==> src/rtl/mem_arbiter_if.sv <==
// Bundle of both cache ports plus the shared memory port.
// slave is the arbiter's view; master is the caches-and-memory side.
interface mem_arbiter_if #(
    parameter int WIDTH = 32
);
    logic             p0_read_req;
    logic [WIDTH-1:0] p0_read_addr;
    logic [WIDTH-1:0] p0_read_data;
    logic             p0_read_ack;
    logic             p0_write_req;
    logic [WIDTH-1:0] p0_write_addr;
    logic [WIDTH-1:0] p0_write_data;
    logic             p0_write_ack;

    logic             p1_read_req;
    logic [WIDTH-1:0] p1_read_addr;
    logic [WIDTH-1:0] p1_read_data;
    logic             p1_read_ack;
    logic             p1_write_req;
    logic [WIDTH-1:0] p1_write_addr;
    logic [WIDTH-1:0] p1_write_data;
    logic             p1_write_ack;

    logic             mem_enable;
    logic             mem_rw;
    logic [WIDTH-1:0] mem_addr;
    logic [WIDTH-1:0] mem_data_in;
    logic [3:0]       mem_byte_enable;
    logic [WIDTH-1:0] mem_data_out;
    logic             mem_ack;

    modport slave (
        input  p0_read_req, p0_read_addr,
        input  p0_write_req, p0_write_addr, p0_write_data,
        input  p1_read_req, p1_read_addr,
        input  p1_write_req, p1_write_addr, p1_write_data,
        output p0_read_data, p0_read_ack, p0_write_ack,
        output p1_read_data, p1_read_ack, p1_write_ack,
        output mem_enable, mem_rw, mem_addr,
        output mem_data_in, mem_byte_enable,
        input  mem_data_out, mem_ack
    );

    modport master (
        output p0_read_req, p0_read_addr,
        output p0_write_req, p0_write_addr, p0_write_data,
        output p1_read_req, p1_read_addr,
        output p1_write_req, p1_write_addr, p1_write_data,
        input  p0_read_data, p0_read_ack, p0_write_ack,
        input  p1_read_data, p1_read_ack, p1_write_ack,
        input  mem_enable, mem_rw, mem_addr,
        input  mem_data_in, mem_byte_enable,
        output mem_data_out, mem_ack
    );
endinterface

==> src/rtl/mem_arbiter.sv <==
// Round-robin, write-before-read arbiter sharing one async memory
// between two cache ports via a four-phase handshake sequencer.
module mem_arbiter #(
    parameter int WIDTH = 32
) (
    input logic         clk,
    input logic         reset,
    mem_arbiter_if.slave bus
);
    typedef enum logic [1:0] {
        IDLE,
        ACCESS,
        RESPOND,
        RELEASE
    } state_t;

    state_t state;

    logic gnt;
    logic wr;
    logic last;
    logic abort;

    logic [1:0] rd_req;
    logic [1:0] wr_req;
    logic [1:0][WIDTH-1:0] rd_addr;
    logic [1:0][WIDTH-1:0] wr_addr;
    logic [1:0][WIDTH-1:0] wr_data;

    logic [1:0][WIDTH-1:0] rd_data;
    logic [1:0] rd_ack;
    logic [1:0] wr_ack;
    logic             mem_enable;
    logic             mem_rw;
    logic [WIDTH-1:0] mem_addr;
    logic [WIDTH-1:0] mem_data_in;

    logic req0;
    logic req1;
    logic pick;
    logic greq;

    assign rd_req  = {bus.p1_read_req, bus.p0_read_req};
    assign wr_req  = {bus.p1_write_req, bus.p0_write_req};
    assign rd_addr = {bus.p1_read_addr, bus.p0_read_addr};
    assign wr_addr = {bus.p1_write_addr, bus.p0_write_addr};
    assign wr_data = {bus.p1_write_data, bus.p0_write_data};

    assign bus.p0_read_data  = rd_data[0];
    assign bus.p1_read_data  = rd_data[1];
    assign bus.p0_read_ack   = rd_ack[0];
    assign bus.p1_read_ack   = rd_ack[1];
    assign bus.p0_write_ack  = wr_ack[0];
    assign bus.p1_write_ack  = wr_ack[1];
    assign bus.mem_enable    = mem_enable;
    assign bus.mem_rw        = mem_rw;
    assign bus.mem_addr      = mem_addr;
    assign bus.mem_data_in   = mem_data_in;
    assign bus.mem_byte_enable = {4{mem_enable}};

    // On a conflict the port that did not win last time goes next.
    always_comb begin
        req0 = rd_req[0] | wr_req[0];
        req1 = rd_req[1] | wr_req[1];
        pick = (req0 && req1) ? ~last : req1;
        greq = wr ? wr_req[gnt] : rd_req[gnt];
    end

    always_ff @(posedge clk or negedge reset) begin
        if (!reset) begin
            state       <= IDLE;
            gnt         <= 1'b0;
            wr          <= 1'b0;
            last        <= 1'b1;
            abort       <= 1'b0;
            rd_data     <= '0;
            rd_ack      <= '0;
            wr_ack      <= '0;
            mem_enable  <= 1'b0;
            mem_rw      <= 1'b0;
            mem_addr    <= '0;
            mem_data_in <= '0;
        end else begin
            unique case (state)
                IDLE: begin
                    if (req0 || req1) begin
                        gnt        <= pick;
                        last       <= pick;
                        wr         <= wr_req[pick];
                        abort      <= 1'b0;
                        mem_rw     <= ~wr_req[pick];
                        mem_enable <= 1'b1;
                        if (wr_req[pick]) begin
                            mem_addr    <= wr_addr[pick];
                            mem_data_in <= wr_data[pick];
                        end else begin
                            mem_addr <= rd_addr[pick];
                        end
                        state <= ACCESS;
                    end
                end
                ACCESS: begin
                    // A request that dropped even briefly is an abort.
                    if (bus.mem_ack) begin
                        if (greq && !abort) begin
                            if (wr) begin
                                wr_ack[gnt] <= 1'b1;
                            end else begin
                                rd_ack[gnt]  <= 1'b1;
                                rd_data[gnt] <= bus.mem_data_out;
                            end
                            state <= RESPOND;
                        end else begin
                            mem_enable <= 1'b0;
                            state      <= RELEASE;
                        end
                    end else if (!greq) begin
                        abort <= 1'b1;
                    end
                end
                RESPOND: begin
                    if (!greq) begin
                        rd_ack     <= '0;
                        wr_ack     <= '0;
                        mem_enable <= 1'b0;
                        state      <= RELEASE;
                    end
                end
                RELEASE: begin
                    if (!bus.mem_ack) begin
                        state <= IDLE;
                    end
                end
            endcase
        end
    end
endmodule
==> src/flat_wrapper.sv <==
// flat-port wrapper written by rule: the top's interface ports become plain ports
module mem_arbiter_flat 
#(
    parameter int WIDTH = 32
)
  (clk, reset, bus_p0_read_req, bus_p0_read_addr, bus_p0_write_req, bus_p0_write_addr, bus_p0_write_data, bus_p1_read_req, bus_p1_read_addr, bus_p1_write_req, bus_p1_write_addr, bus_p1_write_data, bus_p0_read_data, bus_p0_read_ack, bus_p0_write_ack, bus_p1_read_data, bus_p1_read_ack, bus_p1_write_ack, bus_mem_enable, bus_mem_rw, bus_mem_addr, bus_mem_data_in, bus_mem_byte_enable, bus_mem_data_out, bus_mem_ack);
  mem_arbiter_if #(.WIDTH(WIDTH)) bus_i ();
  input logic clk;
  input logic reset;
  input wire logic [$bits(bus_i.p0_read_req)-1:0] bus_p0_read_req;
  input wire logic [$bits(bus_i.p0_read_addr)-1:0] bus_p0_read_addr;
  input wire logic [$bits(bus_i.p0_write_req)-1:0] bus_p0_write_req;
  input wire logic [$bits(bus_i.p0_write_addr)-1:0] bus_p0_write_addr;
  input wire logic [$bits(bus_i.p0_write_data)-1:0] bus_p0_write_data;
  input wire logic [$bits(bus_i.p1_read_req)-1:0] bus_p1_read_req;
  input wire logic [$bits(bus_i.p1_read_addr)-1:0] bus_p1_read_addr;
  input wire logic [$bits(bus_i.p1_write_req)-1:0] bus_p1_write_req;
  input wire logic [$bits(bus_i.p1_write_addr)-1:0] bus_p1_write_addr;
  input wire logic [$bits(bus_i.p1_write_data)-1:0] bus_p1_write_data;
  output wire logic [$bits(bus_i.p0_read_data)-1:0] bus_p0_read_data;
  output wire logic [$bits(bus_i.p0_read_ack)-1:0] bus_p0_read_ack;
  output wire logic [$bits(bus_i.p0_write_ack)-1:0] bus_p0_write_ack;
  output wire logic [$bits(bus_i.p1_read_data)-1:0] bus_p1_read_data;
  output wire logic [$bits(bus_i.p1_read_ack)-1:0] bus_p1_read_ack;
  output wire logic [$bits(bus_i.p1_write_ack)-1:0] bus_p1_write_ack;
  output wire logic [$bits(bus_i.mem_enable)-1:0] bus_mem_enable;
  output wire logic [$bits(bus_i.mem_rw)-1:0] bus_mem_rw;
  output wire logic [$bits(bus_i.mem_addr)-1:0] bus_mem_addr;
  output wire logic [$bits(bus_i.mem_data_in)-1:0] bus_mem_data_in;
  output wire logic [$bits(bus_i.mem_byte_enable)-1:0] bus_mem_byte_enable;
  input wire logic [$bits(bus_i.mem_data_out)-1:0] bus_mem_data_out;
  input wire logic [$bits(bus_i.mem_ack)-1:0] bus_mem_ack;
  assign bus_i.p0_read_req = bus_p0_read_req;
  assign bus_i.p0_read_addr = bus_p0_read_addr;
  assign bus_i.p0_write_req = bus_p0_write_req;
  assign bus_i.p0_write_addr = bus_p0_write_addr;
  assign bus_i.p0_write_data = bus_p0_write_data;
  assign bus_i.p1_read_req = bus_p1_read_req;
  assign bus_i.p1_read_addr = bus_p1_read_addr;
  assign bus_i.p1_write_req = bus_p1_write_req;
  assign bus_i.p1_write_addr = bus_p1_write_addr;
  assign bus_i.p1_write_data = bus_p1_write_data;
  assign bus_p0_read_data = bus_i.p0_read_data;
  assign bus_p0_read_ack = bus_i.p0_read_ack;
  assign bus_p0_write_ack = bus_i.p0_write_ack;
  assign bus_p1_read_data = bus_i.p1_read_data;
  assign bus_p1_read_ack = bus_i.p1_read_ack;
  assign bus_p1_write_ack = bus_i.p1_write_ack;
  assign bus_mem_enable = bus_i.mem_enable;
  assign bus_mem_rw = bus_i.mem_rw;
  assign bus_mem_addr = bus_i.mem_addr;
  assign bus_mem_data_in = bus_i.mem_data_in;
  assign bus_mem_byte_enable = bus_i.mem_byte_enable;
  assign bus_i.mem_data_out = bus_mem_data_out;
  assign bus_i.mem_ack = bus_mem_ack;
  mem_arbiter #(.WIDTH(WIDTH)) u_core (.clk(clk), .reset(reset), .bus(bus_i));
endmodule
==> config.mk <==
export PLATFORM = sky130hd
export DESIGN_NAME = mem_arbiter_flat
export DESIGN_NICKNAME = d
export VERILOG_FILES = /design/src/rtl/mem_arbiter_if.sv /design/src/rtl/mem_arbiter.sv /design/src/flat_wrapper.sv
export SDC_FILE = /design/constraint.sdc
export NUM_CORES = 1
export LEC_CHECK = 0
export ABC_AREA = 1
export BUFFER_PORTS_ARGS = -buffer_cell sky130_fd_sc_hd__clkbuf_2
export CORE_AREA = 3 3 144 146
export DETAILED_ROUTE_END_ITERATION = 10
export DIE_AREA = 0 0 147 149
export PLACE_DENSITY = 0.66
export RECOVER_POWER = 100
export SLEW_MARGIN = 20
export SYNTH_ARGS = -nofsm -noshare
export SYNTH_HDL_FRONTEND = slang
export SYNTH_SLANG_ARGS = --single-unit
export TNS_END_PERCENT = 100
==> constraint.sdc <==
create_clock -name clk -period 2.24 [get_ports clk]
set_input_delay 0.336 -clock clk [delete_from_list [all_inputs] [get_ports clk]]
set_output_delay 0.336 -clock clk [all_outputs]
set_load 0.01 [all_outputs]
==> flow_summary.ini <==
[drt]
routed_via_density = 4.599
num_vias = 7289
ant_nets = 0
drc = 0
wirelength_mm = 23.29
dr.first_iter.drc_count = 350
dr.pass1.iters = 5
wl_per_cell_um = 14.69

[clocking]
cts_tree = done
clock-sinks = 140
clk_pin_slew_ns = 0.07
root_buffer = clkbuf_16
post_cts_buffers = 0
cts_buffers = 17
cts-htree-levels = 4
clock_latency_ns = 0.41
ctsLongestPathBuffers = 2

[setup_path]
r2r-end = u_core.bus.mem_data_in[21]
crit_path_start_kind = flop
cp.arrival_ns = 2.26
worstSetupEndpointType = flop
critPathLaunch = u_core.last
reg2reg_from = u_core.last
reg2reg_depth = 8
critPathMaxFanout = 32
crit_required_ns = 2.54
path_class = reg2reg
ff2ff_setup_slack_ns = 0.28

[timing]
fmax_mhz = 511.0
drv_slew = 0
tightest_slew_ns = 1.245
holdWs_ns = 0.1747
fin_worst_skew_ns = 0.01012
rsz0062_at_grt = no
relSlewSlack_pct = 17.03
hold_viol_final = 0
setup_viol = 0
period_share_pct = 87.36
final.setup.tns_ns = 0
final.min_clock_period_ns = 1.957

[logic_synthesis]
avgSynthCellArea_um2 = 7.365
seq_area_frac_synth_pct = 49.67
yosysTopAreaCellShare_pct = 49.30
netlist_instances = 958
synth_top_area_cell = dfrtp_1
ys_warn_count = 0
synth_cell_types = 25
synth_area_leaders = dfrtp_1 (49%), nand2_1 (30%), o21ai_1 (3.5%), nand3_1 (2.6%), buf_6 (2.4%)
synth_nets = 1193
ys_ff_latch = 140
synthesis.area_um2 = 7056

[power_and_ir_drop]
total_power_mw = 12.52
power.leakage_nw = 5.323
ir_drop_v = 0.0005961
p_per_area_nw_per_um2 = 1333

[min_path]
min_from = bus_mem_data_out[24]
whs_endpoint = u_core.bus.p0_read_data[24]
hold_class = in2reg
min_path_cells = 3

[placed_design]
io_buffers = 368
globalplace.congestion = 0.8953
dpl.hpwl_mm = 17.61
dp.cells = 1551
placed_area_um2 = 9039

[die]
initial_core_util_pct = 36.13
die_area_um2 = 21900
fp.dieH_um = 149
rows = 51
core_um2 = 19530
fp.dieW_um = 147
boundaryPins = 369

[run_status]
run_status = finished, final reports clean

[finish]
multi_input_area_um2 = 2965
layout.nets = 1541
finalNonFillerCells = 1585
seq_area_um2 = 3505
area_growth_pct = 33.11
n_fill_cell = 2077
final_cell_area_um2 = 9392
drive_gt1_share_pct = 21.83

[global_route]
grt_max_degree = 98
grt_pass1_wl_mm = 36.43
antenna_found_initial = 1
gr-total-overflow = 0
grt_pass1_vias = 7114
track_usage_pct = 20.94

[flow_run]
max_cap_violations = 0
==> registers in the layout (all words and copies together) (netlist names) <==
register,flops
u_core.wr_ack,2
u_core.bus.mem_data_in,32
u_core.bus.mem_enable,1
u_core.bus.p0_read_data,32
u_core.bus.mem_rw,1
u_core.last,1
u_core.bus.p1_read_data,32
u_core.bus.mem_addr,32
u_core.state,2
u_core.wr,1
u_core.rd_ack,2
u_core.gnt,1
u_core.abort,1
==> metal layers <==
metal / vias up / routed length, µm / track usage [%]
met3: 22 / 2021 / 6.016
met4: 0 / 360 / 6.477
li1: 3641 / - / -
met2: 323 / 11990 / 36.74
met5: - / 0 / 0
met1: 3303 / 8923 / 24.99
==> cell type report <==
| class | count | share of cell area (%) |
|---|---|---|
| repair buffers | 381 | 19.36 |
| clock inverters | 15 | 1.825 |
| well taps | 265 | 3.531 |
| clock buffers | 17 | 4.530 |
| inverters | 46 | 1.839 |
| diodes | 1 | 0.02665 |
| multi-input cells | 720 | 31.57 |
| flip-flops and latches | 140 | 37.32 |
==> worst max-delay path by stage <==
stage,cells past startpoint,end,slack [ns]
6_report,8,u_core.bus.mem_data_in[21],0.28
2_1_floorplan,8,u_core.bus.p0_read_data[6],0.68
4_1_cts,9,u_core.bus.p1_read_data[5],0.30
3_3_place_gp,8,u_core.bus.p1_read_data[19],0.42
5_1_grt,8,u_core.bus.mem_data_in[23],0.08
3_5_place_dp,8,u_core.bus.p1_read_data[5],0.31
==> power breakdown <==
part | switching (mW) | internal [mW] | total [mW]
Clock | 1.25 | 1.60 | 2.85
Sequential | 0.716 | 3.72 | 4.43
Combinational | 3.47 | 1.77 | 5.24
Total | 5.44 | 7.08 | 12.5
==> cells by family after synthesis <==
logic type      count (synthesis)  synth area share [%]
fa+ha+maj                       4                0.7094
buf+inv                        98                 7.466
simple gates                  640                 35.89
flops                         140                 49.67
compound gates                 76                 6.260
==> stage by stage <==
| stage | setup WS (ns) | utilization, % |
|---|---|---|
| 3_5_place_dp | 0.3141 | 46.29 |
| 6_report | 0.2831 | 48.10 |
| 4_1_cts | 0.2955 | 49.40 |
| 5_1_grt | 0.07885 | 48.10 |
| 2_1_floorplan | 0.6772 | - |
| 3_3_place_gp | 0.4176 | 46.29 |
==> synth_stat cells <==
master and instances:
nand3_4 2, nand3_2 3, inv_2 4, clkbuf_1 13, o22ai_1 1, or2_2 1, nor2_1 15, a21oi_1 3
dfstp_2 1, buf_1 3, nand2_1 572, o21ai_1 49, buf_4 8, o21ai_0 7, nand2_2 3, nor3_4 1
nor2_2 2, buf_6 15, inv_1 42, buf_2 13, nand4_1 4, nand3_1 37, o21ai_2 16, dfrtp_1 139
ha_1 4
==> repair_timing <==
| action | 4_1_cts | 5_1_grt |
|---|---|---|
| gates resized for setup | 0 | 0 |
| endpoints found under the hold margin | 48 | 0 |
| hold buffers | 1 | 0 |
| setup endpoints to repair | 0 | 0 |
==> worst max-delay path, cell delays in order, from the launching register on <==
cell	delay, ns
dfstp_1	0.55
o21ai_2	0.09
nand2_4	0.21
nand2_1	0.08
nand2_1	0.13
nand2_2	0.08
clkbuf_2	0.43
nand2_1	0.19
nand2_1	0.07
==> layout by cell type, fill, tap and decap left out, drive strengths merged <==
| cell | instances |
|---|---|
| or2 | 1 |
| clkinv | 3 |
| clkinvlp | 1 |
| inv | 56 |
| nand4 | 4 |
| nor2 | 17 |
| a21oi | 3 |
| o22ai | 1 |
| dfrtp | 139 |
| nand3 | 42 |
| nor3 | 1 |
| buf | 10 |
| bufinv | 1 |
| dfstp | 1 |
| diode | 1 |
| o21ai | 72 |
| nand2 | 575 |
| dlygate4sd3 | 1 |
| clkbuf | 387 |
| ha | 4 |
Power figures use the tool's default switching activity.
